$ cat config.mk
export PLATFORM = sky130hd
export DESIGN_NAME = seq_mul32_shift_add
export DESIGN_NICKNAME = d
export VERILOG_FILES = /design/src/rtl/seq_mul32_shift_add.sv
export SDC_FILE = /design/constraint.sdc
export NUM_CORES = 1
export LEC_CHECK = 0
export CAP_MARGIN = 20
export CORE_ASPECT_RATIO = 0.6
export CORE_MARGIN = 2
export CORE_UTILIZATION = 39
export DETAILED_ROUTE_END_ITERATION = 10
export PLACE_DENSITY = 0.65
export SLEW_MARGIN = 20
export SYNTH_ARGS = -nofsm -noshare
export SYNTH_HDL_FRONTEND = slang
export SYNTH_SLANG_ARGS = --single-unit
$ cat constraint.sdc
create_clock -name clk -period 36 [get_ports clk]
set_input_delay 3.6 -clock clk [delete_from_list [all_inputs] [get_ports clk]]
set_output_delay 3.6 -clock clk [all_outputs]
set_load 0.02 [all_outputs]
$ cat src/rtl/seq_mul32_shift_add.sv
// Sequential unsigned 32x32 -> 64-bit shift-and-add multiplier built around one
// FADDER32 ripple adder; start/busy/done handshake, one result every 34 cycles.

module FADDER32 (
    output logic        c,
    output logic [31:0] s,
    input  logic [31:0] a,
    input  logic [31:0] b,
    input  logic        cin
);

    always_comb begin : ripple
        logic carry;
        carry = cin;
        s     = '0;
        for (int unsigned i = 0; i < 32; i++) begin
            s[i]  = a[i] ^ b[i] ^ carry;
            carry = (a[i] & b[i]) | (carry & (a[i] ^ b[i]));
        end
        c = carry;
    end

endmodule

module seq_mul32_shift_add #(
    parameter int unsigned WIDTH = 32,
    parameter int unsigned CNT_W = 6
) (
    input  logic                 clk,
    input  logic                 reset,
    input  logic                 start,
    input  logic [WIDTH-1:0]     A,
    input  logic [WIDTH-1:0]     B,
    output logic                 busy,
    output logic                 done,
    output logic [2*WIDTH-1:0]   product
);

    typedef enum logic [1:0] {
        IDLE = 2'd0,
        CALC = 2'd1,
        DONE = 2'd2
    } state_t;

    state_t             state_q;
    logic [WIDTH-1:0]   m_q;
    logic [WIDTH-1:0]   p_hi_q;
    logic [WIDTH-1:0]   p_lo_q;
    logic [CNT_W-1:0]   cnt_q;
    logic               busy_q;
    logic               done_q;

    logic               add_c;
    logic [WIDTH-1:0]   add_s;
    logic [WIDTH-1:0]   addend;
    logic [2*WIDTH-1:0] p_d;
    logic [CNT_W-1:0]   cnt_d;

    always_comb begin
        addend = p_lo_q[0] ? m_q : '0;
    end

    FADDER32 u_add (
        .c   (add_c),
        .s   (add_s),
        .a   (p_hi_q),
        .b   (addend),
        .cin (1'b0)
    );

    // Carry-out lands in P_hi[31] after the shift, so no product bit is lost.
    always_comb begin
        p_d   = {add_c, add_s, p_lo_q[WIDTH-1:1]};
        cnt_d = cnt_q + 1'b1;
    end

    always_ff @(posedge clk or posedge reset) begin
        if (reset) begin
            state_q <= IDLE;
            m_q     <= '0;
            p_hi_q  <= '0;
            p_lo_q  <= '0;
            cnt_q   <= '0;
            busy_q  <= 1'b0;
            done_q  <= 1'b0;
        end else begin
            case (state_q)
                IDLE: begin
                    done_q <= 1'b0;
                    if (start) begin
                        m_q     <= A;
                        p_hi_q  <= '0;
                        p_lo_q  <= B;
                        cnt_q   <= '0;
                        busy_q  <= 1'b1;
                        state_q <= CALC;
                    end
                end
                CALC: begin
                    p_hi_q <= p_d[2*WIDTH-1:WIDTH];
                    p_lo_q <= p_d[WIDTH-1:0];
                    cnt_q  <= cnt_d;
                    if (cnt_q == CNT_W'(WIDTH - 1)) begin
                        busy_q  <= 1'b0;
                        done_q  <= 1'b1;
                        state_q <= DONE;
                    end
                end
                DONE: begin
                    done_q  <= 1'b0;
                    state_q <= IDLE;
                end
                default: begin
                    busy_q  <= 1'b0;
                    done_q  <= 1'b0;
                    state_q <= IDLE;
                end
            endcase
        end
    end

    assign busy    = busy_q;
    assign done    = done_q;
    assign product = {p_hi_q, p_lo_q};

endmodule

# Word-level counts from Yosys, hierarchy flattened

Cells that the tools add are included.

Register bits: 106
Output and inout port bits: 66
Word-level logic and storage cells: 192

Add/sub/neg operators: 1
Equality and inequality tests: 5
Multiplexer cells: 15
Bitwise operators: 158
Reductions and logical operators: 6

Operators by type and width:

| kind                                                 | count |
|---|---|
| one-hot mux 32 bit (2 select lines)                  | 2 |
| two-way mux 32 bit                                   | 3 |
| bitwise AND 1 bit                                    | 63 |
| bitwise XOR 1 bit                                    | 63 |
| OR 1 bit                                             | 31 |
| one-hot mux 6 bit (2 select lines)                   | 1 |
| adder 6 x 1 -> 6 bit (second input constant)         | 1 |
| equality test 6 x 5 -> 1 bit (second input constant) | 1 |
| two-way mux 6 bit                                    | 1 |
| AND reduction 2 bit                                  | 3 |
| two-way mux 1 bit                                    | 4 |
| two-way mux 2 bit                                    | 2 |
| != test 2 bit (second input constant)                | 2 |
| one-hot mux 2 bit (2 select lines)                   | 1 |
| one-hot mux 1 bit (3 select lines)                   | 1 |
| AND reduction 3 bit                                  | 1 |
| equality test 2 x 1 -> 1 bit (second input constant) | 1 |
| equality test 2 bit (second input constant)          | 1 |
| logical NOT 2 bit                                    | 1 |
| nonzero test 2 bit                                   | 1 |
| inverter 1 bit                                       | 1 |

# Longest topological paths before layout

Word-level depth: 65
Mapped depth: 40
Gate-level depth less buffers: 39

# Cells and area by module

Synthesis repeated with hierarchy kept, for this count alone.

Cells, all modules: 405
Area total of the unflattened synthesis: 5,161.2 µm²

Modules (own cells, without submodules):

| module              | instances | cells an instance | area each (µm²) | seq. area each (µm²) |
|---|---|---|---|---|
| seq_mul32_shift_add | 1         | 363               | 4,483.0         | 2,652.5 |
| FADDER32            | 1         | 42                | 678.2           | 0.0 |

# Worst setup path after synthesis

Ideal clock, no wire load.

Kind: register to register
Start point: reg p_lo_q[0]
End point: reg p_hi_q[30]
Setup time: 0.130 ns
Arrival: 12.713 ns
Setup slack: 23.157 ns
Stages on the path, launching flop included: 40
Path buffers: 2
Clock period less this slack: 12.843 ns
Cell sequence: dfrtp_1 > clkbuf_1 > clkbuf_1 > nand2_1 > fa_1 > fa_1 > fa_1 > fa_1 > fa_1 > fa_1 > fa_1 > fa_1 > fa_1 > fa_1 > fa_1 > fa_1 > fa_1 > fa_1 > [... 4 more ...] > fa_1 > fa_1 > fa_1 > fa_1 > fa_1 > inv_1 > fa_1 > inv_1 > fa_1 > fa_1 > fa_1 > fa_1 > inv_1 > fa_1 > inv_1 > fa_1 > fa_1 > o21ai_0

Longest elaborated chain between the ends: 64
Elaborated cells between the ends (all ways): 125

RTL lines:

| element                                                | line | text |
|---|---|---|
| from (decl)                                            | 48   | `logic [WIDTH-1:0] p_lo_q;` |
| from (signal assigned)                                 | 101  | `p_lo_q <= p_d[WIDTH-1:0];` |
| two-way mux 32 bit *                                   | 60   | `addend = p_lo_q[0] ? m_q : '0;` |
| bitwise AND 1 bit or bitwise XOR 1 bit (tied branches) | 18   | `carry = (a[i] & b[i]) \| (carry & (a[i] ^ b[i]));` |
| bitwise AND 1 bit                                      | 18   |  |
| OR 1 bit                                               | 18   |  |
| bitwise AND 1 bit                                      | 18   |  |
| OR 1 bit                                               | 18   |  |
| bitwise AND 1 bit                                      | 18   |  |
| OR 1 bit                                               | 18   |  |
| [... 48 more ...]                                      | --   |  |
| bitwise AND 1 bit                                      | 18   |  |
| OR 1 bit                                               | 18   |  |
| bitwise AND 1 bit                                      | 18   |  |
| OR 1 bit                                               | 18   |  |
| bitwise AND 1 bit                                      | 18   |  |
| OR 1 bit                                               | 18   |  |
| bitwise XOR 1 bit *                                    | 17   | `s[i] = a[i] ^ b[i] ^ carry;` |
| one-hot mux 32 bit (2 select lines) *                  | 87   | `case (state_q)` |
| to (signal assigned)                                   | 100  | `p_hi_q <= p_d[2*WIDTH-1:WIDTH];` |
| to (decl)                                              | 47   | `logic [WIDTH-1:0] p_hi_q;` |

Every way passes the cells marked *; elsewhere a longest branch is shown, timed or not.
A chain may end at the register's enable or synchronous reset.

# Worst setup path in the final report

Same ends and word-level chain as after synthesis.

==> flow_metrics.tcl <==
set metrics [dict create \
    fin_crit_sh 0.366 \
    r2r_slack_ns 22.84 \
    holdPathStages 1 \
    p_leak_uw 0.00303 \
    area_delta_synth_final_pct 32.5 \
    cp.required_ns 36.21 \
    yosysTopAreaCellShare 0.488 \
    post_drt_via_cell_ratio 5.06 \
    drv_cap 0 \
    drt_iter0_drc 241 \
    grt_pass1_vias 3967 \
    die_w_um 156 \
    max_slew_margin 0.352 \
    drc 0 \
    wl_um 13100 \
    critPathKind "reg2reg" \
    num_vias 3995 \
    skew_ns 0.0115 \
    grt_antenna_before_repair 0 \
    cp-end-kind "flip-flop" \
    cp_max_fo 34 \
    cp_slowest_cell "fa_1" \
    fp.dieH_um 95.4 \
    hold_viol_final 0 \
    timing.rr.end "p_hi_q[30]$_DFFE_PP0P_" \
    final-setup-viol-count 0 \
    power_uw 536 \
    min_to "state_q[1]$_DFFE_PP0P_" \
    r2r_start "p_lo_q[0]$_DFFE_PP0P_" \
    cts_tree "yes" \
    cp_data_arrival_time_ns 13.38 \
    synth.largest_area_cell "dfrtp_1" \
    grt_max_degree 75 \
    place_hpwl_um 8960 \
    fillers 1175 \
    powerDensity_nw_per_um2 74.6 \
    htreeDepth 3 \
    vdd_drop_max_v 0.0000284 \
    ff2ff_path_depth 38 \
    critPathTopFamily "adder cells" \
    cts_buffer_depth 2 \
    ys_seq_area_frac 0.488 \
    nets 709 \
    ys.warnings.count 0 \
    synth.area.top_cells "dfrtp_1 (49%), fa_1 (11%), mux2_4 (7.5%)" \
    clk_latency_ns 0.34 \
    die-area_sq_um 14900 \
    place.gp.congestion 0.765 \
    critPathMaxStageDelay_ns 0.48 \
    rsz0062_at_grt "false" \
    startpoint_type "flip-flop" \
    num_rows 33 \
    grt_pass1_wl_um 21000 \
    hp-start "cnt_q[5]$_DFFE_PP0P_" \
    syn_area_per_cell_sq_um 11.0 \
    status "completed" \
    grt_overflow 0 \
    critPathBufInv 5 \
    yosysUniqueCellTypes 32 \
    ctsResizeCount 0 \
    portBuffers 132 \
    ys_ff_latch 106 \
    drtAntennaViolNets 0 \
    diodes 0 \
    design.portCount 133 \
    fin_setup_tns_ns 0 \
    firstDrtPassIters 4 \
    holdWs_ns 0.492 \
    tightest_slew_ns 0.970 \
    numCtsBuffers 9 \
    min_path_type "reg2reg" \
    syn_inst 493 \
    cts_hold_buffers 0 \
    root_buffer "clkbuf_16" \
    cts_sinks 106 \
    finalMaxSlewViolations 0 \
    start_util 0.399 \
    cts.clk_slew.worst_paths_ns 0.07 \
    core-area_sq_um 13600 \
    layout_min_cycle_time_ns 13.16 \
    drt-wirelength-per-cell_um 16.6 \
    grt_usage 0.183 \
    post_cts_buffers 0 \
    path_common_cell "fa_1" \
    drive_above_1_share 0.0993 \
    syn_nets 593 \
    max_freq_mhz 76.0 \
    syn_area_sq_um 5430 \
]
==> cells by family after synthesis <==
family,synth area share
mux,0.0887
fa+ha+maj,0.119
compound gates,0.147
buf+inv,0.0608
simple gates,0.0965
flops,0.488
==> cells in the final DEF (no fill, tap or decap) <==
master	Yosys	layout
a21oi_1	32	32
a22o_1	3	3
a22oi_1	31	31
and2_1	3	3
buf_4	0	8
bufinv_16	0	2
clkbuf_16	0	9
clkdlybuf4s50_1	0	132
clkinv_4	0	1
dfrtp_1	106	106
fa_1	31	31
ha_1	2	2
inv_1	37	36
inv_4	0	1
inv_6	0	3
inv_8	0	1
mux2_2	5	5
mux2_4	27	27
mux2i_1	2	2
nand2_1	64	64
nand2b_1	1	1
nand3_1	1	1
nand4_1	2	2
nor2_1	2	2
nor2b_1	33	31
nor2b_2	0	1
nor2b_4	0	1
nor3_1	1	1
nor3b_1	1	1
o21a_1	1	1
o21ai_0	67	67
o21bai_4	0	1
o311ai_0	1	1
o32ai_1	1	1
o41ai_1	1	1
or3_1	1	1
or3b_2	0	1
==> cells in the mapped netlist <==
cell type  number
ha_1            2
clkbuf_1       20
and2_1          3
buf_1           3
a22o_1          3
nand2b_1        1
nand2_1        64
o21ai_0        67
nand4_1         2
or3_1           1
mux2i_1         2
mux2_4         27
inv_1          37
mux2_2          5
buf_6           4
dfrtp_1       106
fa_1           31
nor3b_1         1
buf_2           6
o21bai_1        1
o311ai_0        1
a21oi_1        32
o32ai_1         1
nand3_1         1
nor3_1          1
or3b_1          1
o41ai_1         1
buf_8           2
nor2_1          2
a22oi_1        31
nor2b_1        33
o21a_1          1
==> through the flow <==
stage / instances / cell area, sq um / worst slack [ns] / util
global placement: 773 / 6860 / 23.00 / 0.504
floorplan: 493 / 5430 / 23.16 / -
global route: 789 / 7190 / 22.32 / 0.528
detailed placement: 773 / 6860 / 22.80 / 0.504
finish: 789 / 7190 / 22.84 / 0.528
CTS: 789 / 7190 / 22.76 / 0.528
==> worst max-delay path by stage <==
stage / startpoint / to / slack, ns / depth (start not counted)
global route: p_lo_q[0]$_DFFE_PP0P_ / p_hi_q[30]$_DFFE_PP0P_ / 22.32 / 38
global placement: p_lo_q[0]$_DFFE_PP0P_ / p_hi_q[30]$_DFFE_PP0P_ / 23.00 / 38
floorplan: p_lo_q[0]$_DFFE_PP0P_ / p_hi_q[30]$_DFFE_PP0P_ / 23.16 / 39
detailed placement: p_lo_q[0]$_DFFE_PP0P_ / p_hi_q[30]$_DFFE_PP0P_ / 22.80 / 38
finish: p_lo_q[0]$_DFFE_PP0P_ / p_hi_q[30]$_DFFE_PP0P_ / 22.84 / 38
CTS: p_lo_q[0]$_DFFE_PP0P_ / p_hi_q[30]$_DFFE_PP0P_ / 22.76 / 38
==> sequential cells by signal, summed over array words and instances (netlist names) <==
register  flops
m_q          32
p_hi_q       32
p_lo_q       32
cnt_q         6
state_q       2
busy          1
done          1
==> where the power goes <==
group | total (uW) | leakage (uW) | internal (uW) | switching, uW
registers | 200 | 0.00130 | 162 | 37.4
logic | 228 | 0.00157 | 113 | 115
clock network | 109 | 0.000163 | 62.4 | 46.6
==> metal layers <==
layer,vias to the layer above,wire length (um),global-route usage
met1,2008,6440,0.271
li1,1885,-,-
met2,96,5910,0.268
met5,-,0,0
met4,0,85,0.0466
met3,6,650,0.0482
==> cell type report <==
cell class | instances | area, sq um | share of cell area
repair buffers | 140 | 1380 | 0.192
clock buffers | 9 | 225 | 0.0313
flip-flops and latches | 106 | 2650 | 0.369
multi-input cells | 315 | 2470 | 0.343
inverters | 37 | 141 | 0.0197
clock inverters | 7 | 106 | 0.0148
well taps | 175 | 219 | 0.0304
Power figures use the tool's default switching activity.
